==> src/rtl/uart_pkg.sv <==
// uart_pkg: definitions shared by the UART transmitter and receiver.
//   tx_state_t : transmitter frame states
//   baud_div() : system clocks per bit (integer truncation)
//   START_BIT / STOP_BIT : line levels of the framing bits
package uart_pkg;

    typedef enum logic [1:0] {
        IDLE  = 2'd0,
        START = 2'd1,
        DATA  = 2'd2,
        STOP  = 2'd3
    } tx_state_t;

    localparam logic START_BIT = 1'b0;
    localparam logic STOP_BIT  = 1'b1;

    function automatic int baud_div(input int clk_frq, input int baud_rate);
        return clk_frq / baud_rate;
    endfunction

endpackage

==> src/rtl/uart_baud_gen.sv <==
// uart_baud_gen: bit-period counter for the UART transmitter.
//   clk      : system clock
//   areset_n : asynchronous active-low reset
//   restart  : force the count back to 0 (held while the line is idle)
//   en       : advance the count by one
//   tick     : high during the cycle the count sits at DIV-1; the count
//              wraps to 0 on the following edge, so every bit lasts DIV cycles
module uart_baud_gen #(
    parameter int DIV = 2
) (
    input  logic clk,
    input  logic areset_n,
    input  logic restart,
    input  logic en,
    output logic tick
);

    localparam int CNT_W = (DIV > 2) ? $clog2(DIV) : 1;

    logic [CNT_W-1:0] cnt_reg;
    logic             at_top;

    assign at_top = (cnt_reg == CNT_W'(DIV - 1));

    always_ff @(posedge clk or negedge areset_n) begin
        if (!areset_n) begin
            cnt_reg <= '0;
        end else if (restart) begin
            cnt_reg <= '0;
        end else if (en) begin
            cnt_reg <= at_top ? '0 : cnt_reg + CNT_W'(1);
        end
    end

    assign tick = en && !restart && at_top;

endmodule

==> src/rtl/uart_tx.sv <==
// uart_tx: UART transmitter. Sends start bit (0), BYTE data bits LSB
// first, then STOP_BITS stop bits (1), each BAUD_DIV clocks long.
//   clk      : system clock
//   areset_n : asynchronous active-low reset
//   tx_data  : byte to send, captured on the accept edge
//   tx_valid : tx_data is valid
//   tx_ready : transmitter is idle and will accept a byte
//   data_out : serial line, idles high
//   tx_busy  : a frame is in progress
//   tx_done  : one-cycle pulse as the last stop bit completes
module uart_tx
    import uart_pkg::*;
#(
    parameter int CLK_FRQ   = 250000000,
    parameter int BAUD_RATE = 115200,
    parameter int BYTE      = 8,
    parameter int STOP_BITS = 1
) (
    input  logic            clk,
    input  logic            areset_n,
    input  logic [BYTE-1:0] tx_data,
    input  logic            tx_valid,
    output logic            tx_ready,
    output logic            data_out,
    output logic            tx_busy,
    output logic            tx_done
);

    localparam int BAUD_DIV = baud_div(CLK_FRQ, BAUD_RATE);
    localparam int IDX_W    = (BYTE > 1) ? $clog2(BYTE) : 1;

    generate
        if (BAUD_DIV < 2) begin : g_bad_baud_div
            $error("uart_tx: CLK_FRQ/BAUD_RATE must be at least 2");
        end
        if (STOP_BITS != 1 && STOP_BITS != 2) begin : g_bad_stop_bits
            $error("uart_tx: STOP_BITS must be 1 or 2");
        end
        if (BYTE < 1) begin : g_bad_byte
            $error("uart_tx: BYTE must be at least 1");
        end
    endgenerate

    tx_state_t        state_reg;
    logic [BYTE-1:0]  shift_reg;
    logic [BYTE-1:0]  shift_next;
    logic [IDX_W-1:0] bit_idx_reg;
    logic             stop_cnt_reg;
    logic             data_out_reg;
    logic             tx_done_reg;
    logic             idle;
    logic             baud_tick;

    assign idle       = (state_reg == IDLE);
    assign shift_next = shift_reg >> 1;

    // The bit timer sits at 0 while idle, so the accept edge starts a
    // fresh bit period aligned with the falling start edge.
    uart_baud_gen #(
        .DIV(BAUD_DIV)
    ) u_baud_gen (
        .clk     (clk),
        .areset_n(areset_n),
        .restart (idle),
        .en      (!idle),
        .tick    (baud_tick)
    );

    always_ff @(posedge clk or negedge areset_n) begin
        if (!areset_n) begin
            state_reg    <= IDLE;
            shift_reg    <= '0;
            bit_idx_reg  <= '0;
            stop_cnt_reg <= 1'b0;
            data_out_reg <= STOP_BIT;
            tx_done_reg  <= 1'b0;
        end else begin
            tx_done_reg <= 1'b0;
            case (state_reg)
                IDLE: begin
                    data_out_reg <= STOP_BIT;
                    if (tx_valid) begin
                        shift_reg    <= tx_data;
                        data_out_reg <= START_BIT;
                        state_reg    <= START;
                    end
                end
                START: begin
                    if (baud_tick) begin
                        data_out_reg <= shift_reg[0];
                        bit_idx_reg  <= '0;
                        state_reg    <= DATA;
                    end
                end
                DATA: begin
                    if (baud_tick) begin
                        if (bit_idx_reg == IDX_W'(BYTE - 1)) begin
                            data_out_reg <= STOP_BIT;
                            stop_cnt_reg <= 1'b0;
                            state_reg    <= STOP;
                        end else begin
                            shift_reg    <= shift_next;
                            data_out_reg <= shift_next[0];
                            bit_idx_reg  <= bit_idx_reg + IDX_W'(1);
                        end
                    end
                end
                STOP: begin
                    if (baud_tick) begin
                        if (stop_cnt_reg == 1'(STOP_BITS - 1)) begin
                            tx_done_reg <= 1'b1;
                            state_reg   <= IDLE;
                        end else begin
                            stop_cnt_reg <= stop_cnt_reg + 1'b1;
                        end
                    end
                end
                default: begin
                    data_out_reg <= STOP_BIT;
                    state_reg    <= IDLE;
                end
            endcase
        end
    end

    assign tx_ready = idle;
    assign tx_busy  = !idle;
    assign data_out = data_out_reg;
    assign tx_done  = tx_done_reg;

endmodule
==> config.mk <==
export PLATFORM = sky130hd
export DESIGN_NAME = uart_tx
export DESIGN_NICKNAME = d
export VERILOG_FILES = /design/src/rtl/uart_pkg.sv /design/src/rtl/uart_baud_gen.sv /design/src/rtl/uart_tx.sv
export SDC_FILE = /design/constraint.sdc
export NUM_CORES = 1
export LEC_CHECK = 0
export ABC_CLOCK_PERIOD_IN_PS = 2600
export BUFFER_PORTS_ARGS = -buffer_cell sky130_fd_sc_hd__buf_2
export CAP_MARGIN = 30
export CORE_MARGIN = 1.5
export CORE_UTILIZATION = 27
export DETAILED_ROUTE_END_ITERATION = 8
export GPL_ROUTABILITY_DRIVEN = 1
export HOLD_SLACK_MARGIN = 0.05
export PLACE_DENSITY_LB_ADDON = 0.15
export SYNTH_ARGS = -nofsm -noshare
export SYNTH_HDL_FRONTEND = slang
export SYNTH_HIERARCHICAL = 1
export SYNTH_SLANG_ARGS = --single-unit
==> constraint.sdc <==
create_clock -name clk -period 2.6 [get_ports clk]
set_input_delay 0.13 -clock clk [delete_from_list [all_inputs] [get_ports clk]]
set_output_delay 0.13 -clock clk [all_outputs]
set_load 0.05 [all_outputs]
Word-level counts from Yosys, hierarchy flattened

Index checks and enable logic that the tools add are counted.

ROM bits: 0
Output and inout bits: 4
Memory bits (writable): 0
Memories: 0
Input port bits: 11
Latch bits: 0
Bits in registers: 28
Word-level logic and storage cells: 64

Divide/modulo/power cells: 0
Multiplexer cells: 30
$add $sub $neg: 3
Reduce and logical (&&, ||, !) cells: 12
Equal/unequal tests: 12
Magnitude comparators: 0
Shifts and indexed selects: 0
Bitwise gates (word level): 0
Multipliers: 0

Operator list:

| operator              | number |
|---|---|
| $mux 12               | 2 |
| $mux 8                | 3 |
| $pmux 8 s2            | 1 |
| $ne 2x2->1 const B    | 7 |
| $add 12x1->12 const B | 1 |
| $eq 12x12->1 const B  | 1 |
| $mux 2                | 6 |
| $reduce_and 4->1      | 3 |
| $mux 1                | 11 |
| $mux 3                | 3 |
| $pmux 2 s4            | 1 |
| $pmux 3 s2            | 1 |
| $reduce_and 6->1      | 1 |
| $reduce_bool 2->1     | 3 |
| $eq 2x2->1 const B    | 2 |
| $add 3x1->3 const B   | 1 |
| $eq 3x3->1 const B    | 1 |
| $pmux 1 s3            | 1 |
| $reduce_and 3->1      | 1 |
| $reduce_bool 3->1     | 1 |
| $eq 2x1->1 const B    | 1 |
| $logic_not 2->1       | 1 |
| $pmux 1 s2            | 1 |
| $add 1x1->1 const B   | 1 |
| other kinds (2)       | 2 |

Depth between registers and ports, before layout

Depth in word-level cells: 5
Mapped depth: 9
Gate-level depth less buffers: 8

Modules after synthesis

Netlist, hierarchy kept.

By module, submodules not included:

| module        | times used | cells an instance | area an instance (sq um) | sequential area each (sq um) |
|---|---|---|---|---|
| uart_tx       | 1          | 71                | 865.8                    | 376.6 |
| uart_baud_gen | 1          | 81                | 743.2                    | 300.3 |

Least setup slack after synthesis

OpenSTA, ideal clock, no wires.

Path kind: register -> register
Start: register state_reg[0]
End: register shift_reg[0]
Cell stages (with the launch flop): 10
Setup time: 0.125 ns
Setup slack: -0.371 ns
Required time: 2.475 ns
Buffers on the path: 1
Arrival: 2.847 ns
Period minus slack after synthesis: 2.971 ns
Cells stage by stage: dfrtp_1 > inv_1 > ha_1 > inv_1 > clkbuf_2 > nand2b_1 > nor2_1 > nor2b_1 > a211oi_4 > mux2_2

Cells in the longest elaborated chain, start to end: 5
Elaborated cells on any way between the ends: 10
Classes of those cells: eq/ne: 4; mux: 1; reduce/logical: 5

RTL lines:

| what                              | RTL line            | source |
|---|---|---|
| from (decl)                       | uart_tx.sv:44       | `tx_state_t state_reg;` |
| from (signal assigned)            | uart_tx.sv:71       | `state_reg <= IDLE;` |
| from (signal assigned)            | uart_tx.sv:85       | `state_reg <= START;` |
| from (signal assigned)            | uart_tx.sv:92       | `state_reg <= DATA;` |
| $logic_not 2->1                   | uart_tx.sv:54       | `assign idle = (state_reg == IDLE);` |
| named net tx_ready                | uart_tx.sv:23       | `output logic tx_ready,` |
| $logic_not 1->1                   | --                  |  |
| named net tx_busy                 | uart_tx.sv:25       | `output logic tx_busy,` |
| $logic_and 1x1->1                 | uart_baud_gen.sv:35 | `assign tick = en && !restart && at_top;` |
| named net baud_tick               | uart_tx.sv:52       | `logic baud_tick;` |
| $ne 2x2->1 (no source line)       | --                  |  |
| $reduce_and 4->1 (no source line) | --                  |  |
| to (signal assigned)              | uart_tx.sv:83       | `shift_reg <= tx_data;` |
| to (signal assigned)              | uart_tx.sv:102      | `shift_reg <= shift_next;` |
| to (decl)                         | uart_tx.sv:45       | `logic [BYTE-1:0] shift_reg;` |

The timed path passes the listed nets, and every way through them passes these cells.
A chain may end at the register's enable or synchronous reset.

Worst setup path after layout

Start: register u_baud_gen.cnt_reg[7]
End: register shift_reg[5]

Cells in the longest elaborated chain, start to end: 4

RTL lines:

| what                              | RTL line            | source |
|---|---|---|
| from (decl)                       | uart_baud_gen.sv:20 | `logic [CNT_W-1:0] cnt_reg;` |
| from (signal assigned)            | uart_baud_gen.sv:31 | `cnt_reg <= at_top ? '0 : cnt_reg + CNT_W'(1);` |
| $eq 12x12->1                      | uart_baud_gen.sv:23 | `assign at_top = (cnt_reg == CNT_W'(DIV - 1));` |
| $logic_and 1x1->1                 | uart_baud_gen.sv:35 |  |
| named net baud_tick               | uart_tx.sv:52       |  |
| $ne 2x2->1 (no source line)       | --                  |  |
| $reduce_and 4->1 (no source line) | --                  |  |

The timed path passes the listed nets, and every way through them passes these cells.

==> impl_results.md <==
* First drt pass iteration count at 4
* Synth area leaders: dfrtp_1 40%, mux2_2 13%, ha_1 7.8%
* Reg2reg path depth at 6
* Setup repair after global routing missed its margin: false
* # diodes at 0
* Post-synth EDFFs at 0
* Status: complete, no violations
* Top-area cell type share of the netlist area at 40.4%
* Initial Util at 28.5%
* Critical path depth at 6
* Clock Sinks at 27
* Met1 wire length at 1590 um
* Core Rows at 27
* CP Max Fanout at 8
* Hold-critical path endpoint: shift_reg[7]$_DFFE_PN0P_
* Overflow after GRT at 0
* Core area at 5640 um2
* DR DRC count at 0
* Mean Syn Cell Area at 10.6 um2
* Die width at 80.2 um
* Inst Count DP at 240
* Seq/Total Area, Yosys at 42.1%
* Top cells by count, synth: 26 x dfrtp_1, 18 x mux2_2, 18 x nand2_1
* CP arrival at 2.34 ns
* ANT nets after route at 0
* Power Density at 1010 nW/um2
* Routed WL per cell at 13.5 um
* Fin nets at 195
* Kind of critical path: flip-flop to flip-flop
* Critical path launch point type: flip-flop
* Largest stage delay, worst path at 0.49 ns
* Gp weighted congestion at 0.852
* Initial antenna violation count at 0
* Minimum clock period at 2.16 ns
* WL final at 3320 um
* Largest register FFs at 12
* Leakage at 0.827 nW
* Primary FF master, synth: dfrtp_1
* DR WL met2 at 1540 um
* Unique masters post-synth at 38
* Routed wl met3 at 172 um
* GRT Util Overall at 12.2%
* Max-slew violations at 0
* Asr flop ratio synth at 100%
* CTS Buffer Depth at 2
* Mapped Area at 1610 um2
* Number of global-route vias before repair at 1253
* Buf+Inv Stages, Crit Path at 0
* Syn_nets at 173
* Avg Vias per Cell at 4.95
* Worst path required time at 2.78 ns
* Reg-to-reg slack, setup at 0.44 ns
* Setup-failing EPs final at 0
* Highest metal used: met4
* Share of post-route cells with drive strength above 1 at 28.3%
* Most common cell in the netlist: dfrtp_1
* Crit end category: flip-flop
* First-pass GRT wire length at 6120 um
* Vias post-DR at 1212
* R2R Path End: shift_reg[5]$_DFFE_PN0P_
* Clk_lat worst skew at 0.28 ns
* Synth warn at 6
* Clk root buf: clkbuf_8
* Hold Startpoint: tx_data[7]
* Clock skew at 0.00718 ns
* Layout Cells excl Fill at 245
* Port Buf Inserts at 14
* H-tree Lvls at 1
* Max cap viols at 0
* Maximum clock rate at 463 MHz
* CP delay by family, top: simple AND/OR/NAND/NOR gates
* Largest net degree at the start of global routing at 28
* Starting DRC count in detailed routing at 53
* Final period util at 83.1%
* Headroom to the max-slew limit at 56.0%
* Slew @ Worst Pin at 0.658 ns
* Die Area at 6430 um2
* Cell chain of the critical path: nor4b_4, nand4_1, nor2_1, nor2b_1, a211oi_4, mux2_2
* Reg-to-reg startpoint: u_baud_gen/cnt_reg[7]$_DFFE_PN0P_
* Hold Crit Class: input port to flip-flop
* Max IR drop VDD at 0.303 mV
* Hold Path Depth at 3
* Cell taking the most area after synthesis: dfrtp_1
* IO Pins at 15
* TritonCTS clock tree: yes
* Area grow syn2layout at 15.7%
* Slowest cell on crit path: dfrtp_1
* Post-DP HPWL at 2470 um
* Final Hold Viols at 0
* Seq cells post-synth at 27
* Clock slew at reported path FFs at 0.11 ns
* CTS Buf Count at 3
* Fin Setup TNS at 0 ns
* Post-synthesis instance total at 152
* Die height at 80.2 um
* Power, Total at 1.88 mW
[metrics by stage]
step                util (%)  hold WS, ns  worst slack (ns)  instance area, um2
detailed placement      31.9        0.202             0.424                1800
finish                  33.0        0.199             0.440                1860
floorplan                  -       -0.166            0.0794                1630
CTS                     33.0        0.183             0.415                1860
global route            33.0        0.186             0.252                1860
global placement        31.9        0.191             0.478                1800
[cell type report]
class	count	area (um2)
clock buffer	3	41.3
clock inverter	1	8.76
fill	581	3780
inverter	7	30.0
multi-input combinational	115	897
sequential	27	677
tap	72	90.1
timing repair buffer	20	118
[metal layers]
layer  track usage (%)  vias to the layer above
li1                  -                      590
met5                 0                        -
met1              16.4                      591
met2              19.2                       29
met4              3.10                        0
met3              3.41                        2
[worst reg2reg max path: stages, from the launching register on]
cell	delay [ns]
dfrtp_1	0.49
nor4b_4	0.39
nand4_1	0.17
nor2_1	0.16
nor2b_1	0.09
a211oi_4	0.38
mux2_2	0.39
[cells by family (layout without fill, tap and decap cells)]
family | count (synthesis) | count (layout) | synth area share (%)
compound gates | 20 | 20 | 10.6
fa+ha+maj | 10 | 10 | 7.78
buf+inv | 10 | 31 | 2.95
flops | 27 | 27 | 42.1
mux | 21 | 21 | 14.5
simple gates | 64 | 64 | 22.2
[layout by cell type, fill, tap and decap left out, types with 4 or more instances in the layout]
cell type,Yosys,final
nor2_1,7,7
ha_1,10,9
mux2_2,18,18
nor2b_1,4,4
a31oi_1,4,4
nand3_1,9,9
inv_1,7,6
nand2_1,18,18
dfrtp_1,26,26
nand2b_1,4,4
buf_2,1,14
buf_4,0,5
nor3_1,4,4
[worst max path at each step]
| stage | startpoint | end | slack [ns] |
|---|---|---|---|
| 4_1_cts | u_baud_gen/cnt_reg[7]$_DFFE_PN0P_ | shift_reg[4]$_DFFE_PN0P_ | 0.42 |
| 2_1_floorplan | state_reg[1]$_DFFE_PN0P_ | shift_reg[0]$_DFFE_PN0P_ | 0.08 |
| 5_1_grt | u_baud_gen/cnt_reg[7]$_DFFE_PN0P_ | shift_reg[1]$_DFFE_PN0P_ | 0.25 |
| 3_3_place_gp | u_baud_gen/cnt_reg[7]$_DFFE_PN0P_ | shift_reg[7]$_DFFE_PN0P_ | 0.48 |
| 3_5_place_dp | u_baud_gen/cnt_reg[7]$_DFFE_PN0P_ | shift_reg[5]$_DFFE_PN0P_ | 0.42 |
| 6_report | u_baud_gen/cnt_reg[7]$_DFFE_PN0P_ | shift_reg[5]$_DFFE_PN0P_ | 0.44 |
[report_power, final]
part / internal, mW / switching [mW] / total, mW
clock: 0.113 / 0.148 / 0.261
combinational: 0.444 / 0.546 / 0.991
sequential: 0.544 / 0.0866 / 0.631
[timing repair]
item                                   CTS  global route
buffers inserted                         0             0
hold buffers                             1             0
resized for setup                        0             0
endpoints found under the hold margin   26             0
Power figures use the tool's default switching activity.
